File: src/rtl/pps_timer_pkg.sv
// pps_timer_pkg: shared state encodings, error-counter constants and parameter defaults for pps_seconds_timer
package pps_timer_pkg;
  typedef enum logic [1:0] {
    IDLE  = 2'd0,
    ARMED = 2'd1,
    RUN   = 2'd2
  } state_e;
  localparam int ERR_W = 8;
  localparam logic [ERR_W-1:0] ERR_MAX = '1;
  localparam int CLK_HZ_DEF = 256000000;
  localparam int TOL_DEF = 1024;
  function automatic logic [ERR_W-1:0] err_inc(input logic [ERR_W-1:0] v);
    return (v == ERR_MAX) ? v : v + 1'b1;
  endfunction
endpackage

File: src/rtl/pps_sync_edge.sv
// pps_sync_edge: 2-FF synchroniser plus registered rising-edge detector for the asynchronous 1PPS input
module pps_sync_edge (
  input  logic user_clk,
  input  logic user_rst,
  input  logic pps_in,
  output logic pps_edge
);
  logic meta_q, sync_q, prev_q, edge_q;
  logic meta_d, sync_d, prev_d, edge_d;
  always_comb begin
    meta_d = pps_in;
    sync_d = meta_q;
    prev_d = sync_q;
    edge_d = sync_q & ~prev_q;
  end
  always_ff @(posedge user_clk or posedge user_rst) begin
    if (user_rst) begin
      meta_q <= 1'b0;
      sync_q <= 1'b0;
      prev_q <= 1'b0;
      edge_q <= 1'b0;
    end else begin
      meta_q <= meta_d;
      sync_q <= sync_d;
      prev_q <= prev_d;
      edge_q <= edge_d;
    end
  end
  assign pps_edge = edge_q;
endmodule

File: src/rtl/pps_seconds_timer.sv
// pps_seconds_timer: PPS-disciplined UTC seconds and sub-second cycle counter.
// Define PPS_FLYWHEEL_EN to keep counting seconds through missing PPS pulses.
module pps_seconds_timer
  import pps_timer_pkg::*;
#(
  parameter int CLK_HZ = CLK_HZ_DEF,
  parameter int TOL    = TOL_DEF,
  parameter int CYC_W  = $clog2(CLK_HZ + TOL)
) (
  input  logic             user_clk,
  input  logic             user_rst,
  input  logic             pps_in,
  input  logic             arm,
  input  logic [31:0]      load_sec,
  input  logic             clr_err,
  output logic [31:0]      seconds_out,
  output logic [CYC_W-1:0] cycles_out,
  output logic             pps_tick,
  output logic             locked,
  output logic             pps_missing,
  output logic [ERR_W-1:0] err_cnt
);
  localparam logic [CYC_W-1:0] CYC_LO  = CYC_W'(CLK_HZ - 1 - TOL);
  localparam logic [CYC_W-1:0] CYC_HI  = CYC_W'(CLK_HZ - 1 + TOL);
  localparam logic [CYC_W-1:0] CYC_TOL = CYC_W'(TOL);
  logic pps_edge;
  state_e state_q, state_d;
  logic [31:0] sec_q, sec_d, ld_q, ld_d;
  logic [CYC_W-1:0] cyc_q, cyc_d;
  logic tick_q, tick_d, locked_q, locked_d, miss_q, miss_d;
  logic [ERR_W-1:0] err_q, err_d;
  logic glitch, miss_ev;
`ifndef PPS_FLYWHEEL_EN
  // Remembers that the current missing-PPS stall has already been reported.
  logic sat_q, sat_d;
`endif
  pps_sync_edge u_sync (
    .user_clk (user_clk),
    .user_rst (user_rst),
    .pps_in   (pps_in),
    .pps_edge (pps_edge)
  );
  always_comb begin
    state_d  = state_q;
    sec_d    = sec_q;
    ld_d     = ld_q;
    cyc_d    = cyc_q;
    tick_d   = 1'b0;
    locked_d = locked_q;
    glitch   = 1'b0;
    miss_ev  = 1'b0;
`ifndef PPS_FLYWHEEL_EN
    sat_d    = sat_q;
`endif
    case (state_q)
      IDLE: begin
        if (arm) begin
          state_d = ARMED;
          ld_d    = load_sec;
        end
      end
      ARMED: begin
        if (arm) ld_d = load_sec;
        else if (pps_edge) begin
          state_d  = RUN;
          sec_d    = ld_q;
          cyc_d    = '0;
          tick_d   = 1'b1;
          locked_d = 1'b0;
`ifndef PPS_FLYWHEEL_EN
          sat_d    = 1'b0;
`endif
        end
      end
      RUN: begin
        if (arm) begin
          state_d = ARMED;
          ld_d    = load_sec;
        end else if (pps_edge && cyc_q >= CYC_LO) begin
          // cyc_q never exceeds CYC_HI, so this is the whole acceptance window
          sec_d    = sec_q + 32'd1;
          cyc_d    = '0;
          tick_d   = 1'b1;
          locked_d = 1'b1;
`ifndef PPS_FLYWHEEL_EN
          sat_d    = 1'b0;
`endif
        end else begin
          glitch = pps_edge;
          if (cyc_q == CYC_HI) begin
            locked_d = 1'b0;
`ifdef PPS_FLYWHEEL_EN
            miss_ev = 1'b1;
            sec_d   = sec_q + 32'd1;
            tick_d  = 1'b1;
            cyc_d   = CYC_TOL;
`else
            miss_ev = ~sat_q;
            sat_d   = 1'b1;
`endif
          end else cyc_d = cyc_q + 1'b1;
        end
      end
      default: state_d = IDLE;
    endcase
    // A new error event outranks a coincident clear.
    err_d  = clr_err ? '0 : err_q;
    err_d  = (glitch | miss_ev) ? err_inc(err_d) : err_d;
    miss_d = (miss_q & ~clr_err) | miss_ev;
  end
  always_ff @(posedge user_clk or posedge user_rst) begin
    if (user_rst) begin
      state_q  <= IDLE;
      sec_q    <= '0;
      ld_q     <= '0;
      cyc_q    <= '0;
      tick_q   <= 1'b0;
      locked_q <= 1'b0;
      miss_q   <= 1'b0;
      err_q    <= '0;
    end else begin
      state_q  <= state_d;
      sec_q    <= sec_d;
      ld_q     <= ld_d;
      cyc_q    <= cyc_d;
      tick_q   <= tick_d;
      locked_q <= locked_d;
      miss_q   <= miss_d;
      err_q    <= err_d;
    end
  end
`ifndef PPS_FLYWHEEL_EN
  always_ff @(posedge user_clk or posedge user_rst) begin
    if (user_rst) sat_q <= 1'b0;
    else sat_q <= sat_d;
  end
`endif
  assign seconds_out = sec_q;
  assign cycles_out  = cyc_q;
  assign pps_tick    = tick_q;
  assign locked      = locked_q;
  assign pps_missing = miss_q;
  assign err_cnt     = err_q;
endmodule

File: config.mk
export PLATFORM = sky130hd
export DESIGN_NAME = pps_seconds_timer
export DESIGN_NICKNAME = d
export VERILOG_FILES = /design/src/rtl/pps_timer_pkg.sv /design/src/rtl/pps_sync_edge.sv /design/src/rtl/pps_seconds_timer.sv
export SDC_FILE = /design/constraint.sdc
export NUM_CORES = 1
export LEC_CHECK = 0
export ABC_AREA = 1
export BUFFER_PORTS_ARGS = -buffer_cell sky130_fd_sc_hd__buf_4
export CORE_MARGIN = 1
export CORE_UTILIZATION = 30
export CTS_BUF_LIST = sky130_fd_sc_hd__clkbuf_8
export DETAILED_ROUTE_END_ITERATION = 12
export HOLD_SLACK_MARGIN = 0.1
export PLACE_DENSITY = 0.57
export RECOVER_POWER = 100
export SYNTH_ARGS = -nofsm -noshare
export SYNTH_HDL_FRONTEND = slang
export SYNTH_HIERARCHICAL = 1
export SYNTH_SLANG_ARGS = --single-unit
export TNS_END_PERCENT = 30
File: constraint.sdc
create_clock -name user_clk -period 3.7 [get_ports user_clk]
set_input_delay 0.185 -clock user_clk [delete_from_list [all_inputs] [get_ports user_clk]]
set_output_delay 0.185 -clock user_clk [all_outputs]
set_load 0.02 [all_outputs]
==> results of run 1 <==
-- registers in the layout, summed over array words and instances, names as in the netlist, 2 cells and up --
| register | cells |
|---|---|
| seconds_out | 32 |
| ld_q | 32 |
| err_cnt | 8 |
| cycles_out | 28 |
| state_q | 2 |
-- metal layers --
metal | global-route usage | up-vias | part of all wire
met5 | 0 | - | 0
met3 | 0.02608 | 9 | 0.032
li1 | - | 3353 | -
met2 | 0.2779 | 120 | 0.46
met4 | 0.04521 | 0 | 0.0076
met1 | 0.2335 | 3025 | 0.50
-- worst max-delay path: cells and delay by family (launching register included) --
family	cells	cell delay (ps)
simple gates	4	1220
buf+inv	2	1010
flops	1	430
fa+ha+maj	1	190
-- final cells by class --
type | count | area share
flip-flops and latches | 110 | 0.3366
clock buffers | 10 | 0.01683
repair buffers | 148 | 0.1128
well taps | 280 | 0.04284
inverters | 93 | 0.04330
clock inverters | 6 | 0.009180
multi-input cells | 750 | 0.4385
-- kinds of logic after synthesis --
family,count (synthesis)
xor gates and xnor gates,24
DFF,110
and+or+nand+nor,640
buffers and inverters,123
adders and majority gates,8
AOI/OAI and AO/OA,65
muxes,13
-- report_power, final --
| group | internal, mW | switching, mW |
|---|---|---|
| sequential | 1.48 | 0.347 |
| clock | 0.343 | 0.464 |
| combinational | 0.596 | 1.21 |
-- final timing paths --
check                                              from                      end  slack [ps]  cells past startpoint
max in group asynchronous                      user_rst     err_cnt[6]$_DFF_PP0_        1270                      4
worst max-delay path             state_q[0]$_DFFE_PP0P_     err_cnt[7]$_DFF_PP0_         780                      7
min in group asynchronous                      user_rst  u_sync/meta_q$_DFF_PP0_         200                      3
worst min-delay path                            clr_err    pps_missing$_DFF_PP0_         150                      4
worst max register to register   state_q[0]$_DFFE_PP0P_     err_cnt[7]$_DFF_PP0_         780                      7
worst min register to register  u_sync/meta_q$_DFF_PP0_  u_sync/prev_d$_DFF_PP0_         370                      0
-- synthesized netlist by cell type, types with 2 or more instances --
cell / instances
nand2_1: 365
nor2_1: 136
dfrtp_1: 110
inv_1: 87
nand3_1: 50
nand4_1: 37
a21oi_1: 25
o21ai_0: 19
or2_2: 17
xor2_1: 15
buf_2: 14
mux2_2: 11
clkbuf_1: 10
nand3b_1: 10
o21ai_1: 9
xnor2_1: 9
ha_1: 8
nand2_2: 6
nor2_2: 5
inv_2: 4
a31oi_1: 3
buf_6: 3
nand2_4: 3
a21boi_0: 2
a21o_1: 2
buf_4: 2
mux2i_1: 2
nand2_8: 2
nand3_2: 2
nor3_2: 2
-- stage by stage --
stage               instances  cell area (um^2)  power, mW
floorplan                 983              6869      3.190
global placement         1346              7916      3.809
detailed placement       1346              7916      3.839
CTS                      1397              8479      4.692
global route             1397              8178      4.822
finish                   1397              8178      4.447
-- what timing repair did --
| action | CTS | global route |
|---|---|---|
| endpoints found under the hold margin | 94 | 0 |
| hold buffers | 35 | 0 |
| buffers inserted | 0 | 0 |
==> flow_summary_export.csv, run 1 <==
group,metric,value,unit
yosys,synth-async-reset-ratio,1.000,
yosys,yosysTopAreaCell,"dfrtp_1",
yosys,ys_seq_area_frac,0.4007,
die,initial_core_util,0.3100,
flow_run,max_cap_violations,3,
timing,finClkSkew,28.47,ps
global_routing,grtUsageTotal,0.1703,
yosys,yosys.area_share.xor_xnor,0.03060,
cts,numCtsBuffers,9,
timing,fmax,0.3422,GHz
timing,timing.hold.ws,149.9,ps
power,peakVddDrop,0.2302,mV
die,core_area,22160,um^2
yosys,synth_compound_area_frac,0.05246,
global_routing,grt_pass1_wl,32280,um
timing,finalHoldViolCount,0,
global_routing,grt_remaining_overflow,0,
final_layout,multi_input_area,3586,um^2
yosys,synth.avg_cell_area,6.988,um^2
yosys,synth_ff_type,"dfrtp_1",
yosys,synth_area_leaders,"dfrtp_1 40%, nand2_1 20%, nor2_1 7.4%, inv_1 4.8%, nand3_1 3.6%",
cts,cts_buffer_depth,2,
detailed_routing,drtIter0Drc,360,
final_layout,antenna_cells,0,
critical_path,cp_slowest_stage_delay,890,ps
timing,timing.setup.tns,0,ps
worst_hold_path,hp-class,"in -> reg",
outcome,violations,"capacitance limit, slew limit",
die,die-width,153.3,um
critical_path,cp-start-kind,"register",
final_layout,utilization,0.3690,
final_layout,layout_common_cells,"366 x nand2_1, 136 x nor2_1, 110 x dfrtp_1",
cts,clkSinkCount,110,
critical_path,worstSetupPathType,"reg -> reg",
critical_path,cp_slowest_cell,"clkbuf_2",
die,ios,108,
critical_path,cpMostUsedCell,"nand2_1",
critical_path,worstPathArrival,3240,ps
detailed_routing,viasPerCell,4.658,
power,pwr_density_cell,543.8,nW/um^2
detailed_routing,vias,6507,
die,dieArea,23510,um^2
final_layout,syn2layout_area_growth,19.05,%
detailed_routing,wirelength,19390,um
cts,clockRootBuffer,"clkbuf_8",
placement,dp_hpwl,14040,um
timing,min_period_over_period,0.7897,
global_routing,grt_max_degree,59,
final_layout,fin_nets,1157,
timing,worst_slew_pin_slew,2204,ps
timing,setup_ws,778.0,ps
timing,period_needed,2922,ps
outcome,status,"complete, but fails checks",
placement,port_buffers,107,
critical_path,end_kind,"register",
yosys,synth_top_family_by_area,"simple AND/OR/NAND/NOR gates",
global_routing,grt_antenna_before_repair,0,
die,row_count,54,
cts,cts_tree,"yes",
die,die_h,153.3,um
cts,clk_pin_slew,110,ps
detailed_routing,drc,0,
detailed_routing,ant_nets,0,
cts,clk_latency,400,ps
critical_path,worstPathRequired,4010,ps
timing,rsz0062_at_grt,"false",
final_layout,n_fill_cell,2418,
power,p_leak,3.926,nW
critical_path,worstPathMaxFanout,52,
yosys,synth_cell_types,43,
placement,gp_congestion,0.8925,
final_layout,layout_commonest_cell,"nand2_1",
critical_path,cp_cell_sequence,"inv_1 > ha_1 > clkbuf_2 > nand4_1 > nand2_1 > nand2_1 > nand2_1",
yosys,syn_area,6869,um^2
yosys,ys_ff_latch,110,
global_routing,grt_pass1_vias,6298,
yosys,syn_inst,983,
yosys,synthMuxAreaShare,0.02095,
yosys,syn_nets,1028,
yosys,synth-simple-area-share,0.4058,
timing,setup_viol,0,
yosys,synth_top_area_frac,0.4007,
detailed_routing,wire_per_inst,13.88,um
yosys,synth_edf_count,0,
cts,htree_num_levels,3,
final_layout,regArea,2753,um^2
yosys,yosysWarnings,6,
placement,post-place-ws,1209,ps
timing,drv_slew,132,
final_layout,drive_gt1_frac,0.09848,
timing,max-slew-margin-rel,-0.4710,
yosys,synthAdderAreaFrac,0.01457,
detailed_routing,drt_pass1_iterations,5,
cts,cts.repair.resized,0,
Note: power is estimated with default switching activity, not from simulation.
==> run 2, diff against run 1 <==
==> constraint.sdc (replaced) <==
create_clock -name user_clk -period 3 [get_ports user_clk]
set_input_delay 0.15 -clock user_clk [delete_from_list [all_inputs] [get_ports user_clk]]
set_output_delay 0.15 -clock user_clk [all_outputs]
set_load 0.02 [all_outputs]
==> run 2 against run 1 <==
- the run still ends with capacitance limit, slew limit left
- non-clock buffer count up 3
- clock power up 10%
- sequential share of layout area unchanged
- clock-buffer cell count down 1
- fmax up 19%
- power up 22%
==> flow_summary_export.csv, run 2 (synthesis gave the netlist of run 1 again) <==
group,metric,value,unit
outcome,status,"complete, but fails checks",
outcome,violations,"capacitance limit, slew limit",
timing,drv_slew,93,
critical_path,worstPathRequired,3280,ps
die,ios,108,
placement,post-place-ws,788.2,ps
timing,timing.setup.tns,0,ps
critical_path,worstSetupPathType,"reg -> reg",
placement,gp_congestion,0.8583,
worst_hold_path,hp-class,"in -> async",
detailed_routing,wirelength,19640,um
final_layout,syn2layout_area_growth,19.05,%
critical_path,path_buf_inv,2,
die,dieArea,23510,um^2
detailed_routing,vias,6631,
timing,finClkSkew,17.43,ps
critical_path,cp-start-kind,"register",
die,die-width,153.3,um
global_routing,grt_pass1_wl,32510,um
global_routing,grt_remaining_overflow,0,
final_layout,layout_common_cells,"367 x nand2_1, 137 x nor2_1, 110 x dfrtp_1",
final_layout,drive_gt1_frac,0.09821,
cts,htree_num_levels,3,
die,core_area,22160,um^2
final_layout,n_fill_cell,2474,
placement,dp_hpwl,14050,um
placement,port_buffers,107,
flow_run,max_cap_violations,2,
critical_path,critPathTopFamily,"buffers and inverters",
timing,worst_slew_pin_slew,2127,ps
cts,clk_latency,400,ps
detailed_routing,viasPerCell,4.736,
cts,clkSinkCount,110,
cts,clk_pin_slew,120,ps
power,peakVddDrop,0.3057,mV
critical_path,cp_slowest_cell,"clkbuf_2",
die,initial_core_util,0.3100,
timing,period_needed,2464,ps
timing,setup_ws,535.9,ps
critical_path,cpMostUsedCell,"nand2_1",
cts,cts_buffer_depth,2,
critical_path,worstPathMaxFanout,33,
critical_path,r2r_cells,8,
cts,post_cts_buffers,0,
global_routing,grt_antenna_before_repair,0,
timing,setup_viol,0,
die,die_h,153.3,um
timing,finalHoldViolCount,0,
detailed_routing,drtIter0Drc,396,
critical_path,worstPathArrival,2750,ps
final_layout,antenna_cells,0,
detailed_routing,drt_pass1_iterations,5,
global_routing,grt_pass1_vias,6265,
timing,min_period_over_period,0.8214,
critical_path,cp_cell_sequence,"inv_1 > ha_1 > nand2_1 > a21oi_1 > clkbuf_2 > nand2_4 > nand2_1 > nand2_1",
power,p_leak,3.901,nW
critical_path,end_kind,"register",
critical_path,cp_slowest_stage_delay,610,ps
timing,fmax,0.4058,GHz
critical_path,rrSetupSlack,540,ps
timing,max-slew-margin-rel,-0.4198,
die,row_count,54,
power,pwr_density_cell,662.9,nW/um^2
global_routing,grt_max_degree,58,
detailed_routing,ant_nets,0,
cts,numCtsBuffers,9,
detailed_routing,drc,0,
cts,clockRootBuffer,"clkbuf_8",
final_layout,layout_commonest_cell,"nand2_1",
global_routing,grtUsageTotal,0.1734,
cts,cts_tree,"yes",
critical_path,worst_r2r_endpoint,"cycles_out[12]$_DFFE_PP0P_",
detailed_routing,wire_per_inst,14.03,um
final_layout,fin_nets,1160,
timing,rsz0062_at_grt,"false",
critical_path,r2r-start,"state_q[0]$_DFFE_PP0P_",
## run 2: cell count changes in the layout (fill, tap and decap cells not counted), moves of 2 or more
cell	delta
buf_4	+2
nand2_2	-2
o21ai_0	-2
o21ai_1	+2
## run 2: worst max path at each step
| stage | from | endpoint | slack [ps] | cells after the start |
|---|---|---|---|---|
| 2_1_floorplan | user_rst | cycles_out[0]$_DFFE_PP0P_ | 60 | 1 |
| 3_3_place_gp | cycles_out[0]$_DFFE_PP0P_ | cycles_out[6]$_DFFE_PP0P_ | 850 | 10 |
| 3_5_place_dp | cycles_out[0]$_DFFE_PP0P_ | cycles_out[8]$_DFFE_PP0P_ | 790 | 10 |
| 4_1_cts | cycles_out[0]$_DFFE_PP0P_ | cycles_out[16]$_DFFE_PP0P_ | 750 | 10 |
| 5_1_grt | cycles_out[0]$_DFFE_PP0P_ | err_cnt[3]$_DFF_PP0_ | 260 | 11 |
| 6_report | state_q[0]$_DFFE_PP0P_ | cycles_out[12]$_DFFE_PP0P_ | 540 | 8 |
## run 2: where the power goes
part           total [mW]  internal (mW)  leakage [nW]  switching (mW)
Clock               0.890          0.313        0.0877           0.577
Combinational        2.27          0.749          2.43            1.52
Sequential           2.26           1.83          1.39           0.435
Total                5.42           2.89          3.90            2.53
## run 2: per-layer routing
| layer | part of all wire | routed length (um) | global-route usage | vias up |
|---|---|---|---|---|
| li1 | - | - | - | 3362 |
| met1 | 0.50 | 9821 | 0.2449 | 3137 |
| met2 | 0.46 | 8953 | 0.2742 | 124 |
| met3 | 0.036 | 715 | 0.02977 | 8 |
| met4 | 0.0075 | 148 | 0.04089 | 0 |
| met5 | 0 | 0 | 0 | - |
## run 2: worst reg2reg max path: cells and delay by family (launching register included)
kind,cells,cell delay [ps]
simple gates,4,670
fa+ha+maj,1,400
compound gates,1,130
flops,1,440
buf+inv,2,730
## run 2: repair_timing
action	CTS	global route
hold endpoints to repair	89	0
resized for setup	0	0
hold buffers	36	0
## run 2: area by class of cell
| cell class | instances | area, um^2 | area share |
|---|---|---|---|
| Clock buffer | 9 | 123.9 | 0.01515 |
| Clock inverter | 7 | 57.56 | 0.007038 |
| Inverter | 93 | 354.1 | 0.04330 |
| Multi-Input combinational cell | 750 | 3576 | 0.4373 |
| Sequential cell | 110 | 2753 | 0.3366 |
| Tap cell | 280 | 350.3 | 0.04284 |
| Timing Repair Buffer | 151 | 963.4 | 0.1178 |
## run 2: through the flow
stage | area (um^2) | util | hold WS [ps] | power (mW) | cells
6_report | 8178 | 0.3690 | 159.4 | 5.421 | 1400
5_1_grt | 8178 | 0.3690 | 155.0 | 5.875 | 1400
4_1_cts | 8486 | 0.3829 | 167.0 | 5.710 | 1400
3_5_place_dp | 7944 | 0.3585 | 74.23 | 4.750 | 1348
3_3_place_gp | 7944 | 0.3585 | 67.01 | 4.722 | 1348
2_1_floorplan | 6869 | - | -83.92 | 3.934 | 983
